<file path="src/rtl/dot_product_arbiter.sv">
// dot_product_arbiter: round-robin scheduler sharing one dot_product engine between N_REQ
// requesters. A granted vector pair is latched, the engine is pulsed through reset and
// compute, and the 32-bit result is returned to the owner over a shared response bus.
// A watchdog turns a hung engine into an error response carrying a quiet NaN.
//
// Ports:
//   clk, rst              - clock; synchronous active-high reset
//   req_valid/req_ready   - per-requester operand handshake (ready is combinational)
//   req_vec1/req_vec2     - per-requester operand vectors
//   resp_valid/resp_ready - per-requester response handshake (at most one valid bit)
//   resp_result           - shared 32-bit result bus
//   resp_error            - marks resp_result as a watchdog abort
//   eng_rst               - engine reset, low only while the engine computes
//   eng_vec1/eng_vec2     - latched operands driven to the engine
//   eng_done/eng_result   - engine completion flag and result
module dot_product_arbiter #(
  parameter int unsigned N_REQ      = 4,
  parameter int unsigned VECTOR_LEN = 4,
  parameter int unsigned TIMEOUT    = 64
) (
  input  logic                                   clk,
  input  logic                                   rst,
  input  logic [N_REQ-1:0]                       req_valid,
  output logic [N_REQ-1:0]                       req_ready,
  input  logic [N_REQ-1:0][VECTOR_LEN-1:0][31:0] req_vec1,
  input  logic [N_REQ-1:0][VECTOR_LEN-1:0][31:0] req_vec2,
  output logic [N_REQ-1:0]                       resp_valid,
  input  logic [N_REQ-1:0]                       resp_ready,
  output logic [31:0]                            resp_result,
  output logic                                   resp_error,
  output logic                                   eng_rst,
  output logic [VECTOR_LEN-1:0][31:0]            eng_vec1,
  output logic [VECTOR_LEN-1:0][31:0]            eng_vec2,
  input  logic                                   eng_done,
  input  logic [31:0]                            eng_result
);

  localparam int unsigned IdxW = $clog2(N_REQ);
  localparam int unsigned WdW  = (TIMEOUT > 1) ? $clog2(TIMEOUT) : 1;
  localparam logic [31:0] QNaN = 32'h7FC00000;

  typedef enum logic [1:0] {StIdle, StLaunch, StBusy, StResp} state_e;

  state_e                      state_q;
  logic [IdxW-1:0]             ptr_q;
  logic [IdxW-1:0]             owner_q;
  logic [WdW-1:0]              wd_q;
  logic [31:0]                 resp_result_q;
  logic                        resp_error_q;
  logic [VECTOR_LEN-1:0][31:0] eng_vec1_q;
  logic [VECTOR_LEN-1:0][31:0] eng_vec2_q;

  logic            grant_found;
  logic [IdxW-1:0] grant_idx;
  logic [IdxW-1:0] cand;

  // Search starts just after the last winner so every requester gets a turn.
  always_comb begin
    grant_found = 1'b0;
    grant_idx   = '0;
    cand        = '0;
    for (int unsigned k = 1; k <= N_REQ; k++) begin
      cand = IdxW'((32'(ptr_q) + k) % N_REQ);
      if (!grant_found && req_valid[cand]) begin
        grant_found = 1'b1;
        grant_idx   = cand;
      end
    end
  end

  always_comb begin
    req_ready = '0;
    if (state_q == StIdle && !rst && grant_found) begin
      req_ready[grant_idx] = 1'b1;
    end
  end

  always_comb begin
    resp_valid = '0;
    if (state_q == StResp) begin
      resp_valid[owner_q] = 1'b1;
    end
  end

  assign eng_rst     = (state_q != StBusy);
  assign eng_vec1    = eng_vec1_q;
  assign eng_vec2    = eng_vec2_q;
  assign resp_result = resp_result_q;
  assign resp_error  = resp_error_q;

  always_ff @(posedge clk) begin
    if (rst) begin
      state_q       <= StIdle;
      ptr_q         <= IdxW'(N_REQ - 1);
      owner_q       <= '0;
      wd_q          <= '0;
      resp_result_q <= '0;
      resp_error_q  <= 1'b0;
      eng_vec1_q    <= '0;
      eng_vec2_q    <= '0;
    end else begin
      unique case (state_q)
        StIdle: begin
          // grant_found here implies the granted requester sees req_ready high.
          if (grant_found) begin
            eng_vec1_q <= req_vec1[grant_idx];
            eng_vec2_q <= req_vec2[grant_idx];
            owner_q    <= grant_idx;
            ptr_q      <= grant_idx;
            state_q    <= StLaunch;
          end
        end
        StLaunch: begin
          // eng_done is ignored here: a stale flag must never be captured.
          wd_q    <= '0;
          state_q <= StBusy;
        end
        StBusy: begin
          wd_q <= wd_q + 1'b1;
          if (eng_done) begin
            resp_result_q <= eng_result;
            resp_error_q  <= 1'b0;
            state_q       <= StResp;
          end else if (TIMEOUT != 0 && 32'(wd_q) == TIMEOUT - 1) begin
            resp_result_q <= QNaN;
            resp_error_q  <= 1'b1;
            state_q       <= StResp;
          end
        end
        StResp: begin
          if (resp_ready[owner_q]) begin
            state_q <= StIdle;
          end
        end
        default: state_q <= StIdle;
      endcase
    end
  end

endmodule
</file>
<file path="config.mk">
export PLATFORM = sky130hd
export DESIGN_NAME = dot_product_arbiter
export DESIGN_NICKNAME = d
export VERILOG_FILES = /design/src/rtl/dot_product_arbiter.sv
export SDC_FILE = /design/constraint.sdc
export NUM_CORES = 1
export LEC_CHECK = 0
export CAP_MARGIN = 20
export CORE_AREA = 2 2 532 534
export CTS_CLUSTER_SIZE = 30
export DETAILED_ROUTE_END_ITERATION = 10
export DIE_AREA = 0 0 534 536
export PLACE_DENSITY = 0.3
export SETUP_SLACK_MARGIN = 0.3
export SYNTH_ARGS = -nofsm -noshare
export SYNTH_HDL_FRONTEND = slang
export SYNTH_SLANG_ARGS = --single-unit
</file>
<file path="constraint.sdc">
create_clock -name clk -period 4.6 [get_ports clk]
set_clock_uncertainty 0.15 [all_clocks]
set_input_delay 0.69 -clock clk [delete_from_list [all_inputs] [get_ports clk]]
set_output_delay 0.69 -clock clk [all_outputs]
set_load 0.02 [all_outputs]
</file>
# Yosys cells after proc, flatten, opt, wreduce, memory -nomap -nowiden
# Index checks and enable logic that the tools add are counted.
# classes
n_addsub,5
n_lt_le_gt_ge,8
eq_ne,8
n_mux,38
reduce_logical,17
# op_table
operator,n
$bmux 128 s2,2
$mux 128,2
$mux 32,2
$lt 2x3->1 const B,6
$mux 2,8
$mux 1,13
$pmux 6 s2,1
$bmux 1 s2,5
$mux 4,2
$pmux 2 s4,1
$logic_and 1x1->1,7
$add 6x1->6 const B,1
$eq 6x6->1 const B,1
$add 2x1->2 const B,2
$add 2x2->2 const B,2
$demux 1 s2,2
$eq 2x2->1 const B,2
$ge 2x1->1 const B,2
$logic_not 1->1,4
$ne 2x2->1 const B,2
$reduce_and 2->1,2
$reduce_bool 2->1,2
$ne 3x3->1 const B,1
$reduce_and 3->1,1
3 further kinds,3
# totals
reg_bits,301
inputBits,1067
output_inout_bits,298
wordCells,90

# Longest topological paths before layout
# depth
depth_word,18
mapped_depth,9
ltp_nobuf,7

# Worst setup path before layout
# Ideal clock, no wire load.
# synth_path
kind,in2out
startpoint,in req_valid[1]
endpoint,out req_ready[2]
arrival_time_ns,2.215
required_ns,3.760
slack_ns,1.545
path_stages,6
n_path_buf,2
cell_sequence,o21a_1 and2_1 or4_1 clkbuf_1 clkbuf_1 nor2_1
# synth_via
elab_chain_len,17
elab_cells_between_ends,29
cone_classes,order compare: 2; mux: 19; reduce/logical: 8
# synth_lines
element,line,source
"start, declared",23,"input logic [N_REQ-1:0] req_valid,"
$bmux 1 s2,64,if (!grant_found && req_valid[cand]) begin
$mux 1 (implied by the code),64,
$mux 1,64,
$logic_not 1->1,64,
$logic_and 1x1->1,64,
$mux 1,64,
$logic_not 1->1,64,
$logic_and 1x1->1,64,
$mux 1,64,
$logic_not 1->1,64,
$logic_and 1x1->1,64,
$mux 2,64,
$lt 2x3->1 (implied by the code) / $ge 2x1->1 (equally long branches),74,req_ready[grant_idx] = 1'b1;
$logic_and 1x1->1 (implied by the code),74,
$mux 1 (implied by the code),74,
$demux 1 s2,74,
$mux 4 *,73,if (state_q == StIdle && !rst && grant_found) begin
"end, declared",24,"output logic [N_REQ-1:0] req_ready,"
# Every way passes the cells marked *; elsewhere a longest branch is shown, timed or not. The select of a mux whose other input is x is not followed.

# Worst setup path after layout
# layout_path
startpoint,in rst
endpoint,out req_ready[2]
# layout_via
elab_chain_len,4
# layout_lines
element,line,source
"start, declared",22,"input logic rst,"
$logic_not 1->1,73,
$logic_and 1x1->1 (2 in a row),73,
$mux 4,73,
# Every way passes these cells.

==> results.py <==
metrics = {
    "route": {
        "wire_per_inst_um": 28.8,
        "drtIter0Drc": 1015,
        "viasPerCell": 3.04,
        "wirelength_mm": 207,
        "final_antenna_net_count": 0,
        "drc": 0,
        "dr.pass1.iters": 5,
        "vias": 21915,
    },
    "synthesis": {
        "synthCells": 2055,
        "syn_area_per_cell_sq_um": 8.54,
        "synth_nets": 3126,
        "synth_top_area_share_pct": 34.3,
        "yosys.area.top_type": "dfxtp_1",
        "ys_ff_latch": 301,
        "synth_common_cells": "659 x nand2_1, 327 x mux2i_1, 301 x dfxtp_1",
        "synth_edf_count": 0,
        "synthTopCellsByArea": "dfxtp_1 34%, mux2i_1 19%, nand2_1 14%",
        "synthFlopType": "dfxtp_1",
        "synth_async_sr_flop_share_pct": 0,
        "yosys_warnings": 0,
        "synth-seq-area-share_pct": 34.3,
        "ys_types": 39,
        "yosysMostFrequentCell": "nand2_1",
        "syn-cell-area_sq_um": 17500,
    },
    "clocking": {
        "clock_latency_ns": 0.67,
        "cts_max_level": 2,
        "cts_made_buffers": 51,
        "clockBufferDepth": 3,
        "numClockSinks": 301,
        "cts_setup_buffers": 0,
        "cts_tree": "built",
        "root_buffer": "clkbuf_16",
        "clk_pin_slew_worst_paths_ns": 0.06,
    },
    "run": {
        "maxCapViolCount": 0,
    },
    "power_and_ir_drop": {
        "p_clk_share_pct": 21.5,
        "power.leakage_nw": 12.7,
        "power_switching_mw": 8.63,
        "powerDensity_nw_per_um2": 513,
        "power_mw": 19.4,
        "peakVddDrop_mv": 0.350,
        "power.internal_mw": 10.7,
        "swShare_pct": 44.6,
        "seqPwrFrac_pct": 23.4,
        "pwr-share-comb_pct": 55.1,
    },
    "finish": {
        "layout-drive-gt1-share_pct": 10.1,
        "post-route-cell-area_sq_um": 37700,
        "layout-area-overhead-vs-synth_pct": 115,
        "finalNetCount": 4426,
        "final_util_pct": 13.4,
        "fill_cells": 32095,
        "stdcell_count": 7198,
    },
    "global_route": {
        "grtUsageTotal_pct": 13.9,
        "grt_pass1_vias": 22413,
        "grt_max_degree": 84,
        "grt_pass1_wl_mm": 257,
        "grt_antenna_before_repair": 207,
        "grt-ovfl-total": 0,
    },
    "floorplanning": {
        "row_count": 195,
        "die_y_um": 536,
        "ios": 1365,
        "die-area_sq_um": 286000,
        "coreArea_sq_um": 281000,
        "die_w_um": 534,
        "floorplan.initialDensity_pct": 6.25,
    },
    "timing": {
        "rsz0062_at_grt": "false",
        "worst_pin_slew_ns": 1.06,
        "setup_tns_ns": 0,
        "finalSetupViolations": 0,
        "slew_headroom_pct": 29.1,
        "period_needed_ns": 3.97,
        "slew_violations": 0,
        "hold_viol_final": 0,
        "clock.fmax_ghz": 0.252,
        "period_share_pct": 86.3,
    },
    "placement": {
        "place_congestion": 0.836,
        "dp_hpwl_mm": 179,
        "placed_area_sq_um": 35900,
        "port_buffers": 1364,
        "dp.cells": 7045,
    },
    "setup_path": {
        "crit_arrival_ns": 3.13,
        "crit_path_top_delay_cell": "clkdlybuf4s50_1",
        "path_class": "input pin to output port",
        "start_kind": "input pin",
        "worstPathRequired_ns": 3.76,
        "crit_fanout": 70,
        "max_stage_delay_ns": 0.70,
        "endpoint_kind": "output port",
        "crit_chain": "clkdlybuf4s50_1, nand2b_1, or4_4, buf_4, nor2_1, buf_12",
    },
    "outcome": {
        "outcome": "complete, no violations",
    },
    "min_path": {
        "hold_class": "flip-flop to flip-flop",
    },
}
-- flip-flops by register name, summed over array words and instances, names as in the netlist --
name         flops
wd_q             6
eng_vec2       128
resp_error       1
owner_q          2
state_q          2
eng_vec1       128
ptr_q            2
resp_result     32
-- worst paths after layout --
path	from	endpoint	slack, ns	depth (start not counted)
worst max-delay path	rst	req_ready[2]	0.63	6
worst max register to register	ptr_q[0]$_SDFFE_PP1P_	eng_vec1[58]$_SDFFE_PP0P_	1.59	6
worst min-delay path	eng_vec1[89]$_SDFFE_PP0P_	eng_vec1[89]$_SDFFE_PP0P_	0.31	2
worst min register to register	eng_vec1[89]$_SDFFE_PP0P_	eng_vec1[89]$_SDFFE_PP0P_	0.31	2
-- cell families after synthesis --
kind of cell,after synthesis,share of synthesized area (%)
xor+xnor,4,0.200
fa+ha+maj,4,0.285
flops,301,34.3
simple gates,756,16.8
mux,515,30.8
buf+inv,181,4.70
compound gates,294,12.9
-- final cells by class --
type                       count  area, sq um  share of cell area (%)
multi-input combinational   1573        10700                    28.4
tap                         3743         4680                    12.4
antenna                       60          150                   0.398
sequential                   301         6030                    16.0
clock inverter                25          268                   0.710
clock buffer                  68         1430                    3.79
inverter                       3         11.3                  0.0299
timing repair buffer        1425        14400                    38.2
-- power by group through the flow --
stage	registers, mW	clock network, mW	logic [mW]
floorplan	5.68	0	3.50
global placement	4.56	0	10.9
detailed placement	4.58	0	11.0
CTS	4.55	4.42	11.0
global route	4.68	4.45	11.3
finish	4.53	4.17	10.7
-- repair_timing --
item,CTS,global route
gates resized for setup,1,0
hold buffers,0,0
endpoints found under the setup margin,2,0
-- worst max-delay path, delay by kind of cell --
family	cells	cell delay, ns
buffers and inverters	3	1.26
AND/OR/NAND/NOR	3	1.15
-- through the flow --
| step | hold WS [ns] | setup slack, ns |
|---|---|---|
| floorplan | 0.308 | 1.55 |
| detailed placement | 0.296 | 0.401 |
| global placement | 0.293 | 0.382 |
| global route | 0.332 | 0.420 |
| CTS | 0.313 | 0.418 |
| finish | 0.312 | 0.629 |
-- metal layers --
layer	wire length (um)	global-route usage [%]	up-vias
met1	75900	14.7	10228
met2	101000	24.3	1238
li1	-	-	9986
met5	676	0	-
met3	25200	7.25	357
met4	4290	2.85	106
-- layout by cell type, fill, tap and decap left out, types with 3 or more instances in the layout --
cell,synthesis,final
a21oi_1,24,24
buf_12,0,24
buf_4,0,38
bufinv_16,0,4
clkbuf_1,60,8
clkbuf_16,0,51
clkbuf_8,0,9
clkdlybuf4s50_1,0,1362
clkinv_2,0,15
dfxtp_1,301,301
diode_2,0,60
ha_1,4,3
inv_1,3,3
mux2_2,187,187
mux2i_1,327,327
nand2_1,659,659
nand2b_1,6,6
nand3_1,26,26
nor2_1,31,30
nor3_1,22,22
o211ai_1,187,187
o221ai_1,69,69
xor2_1,3,3
No activity file was read; power rests on OpenSTA's default activity.
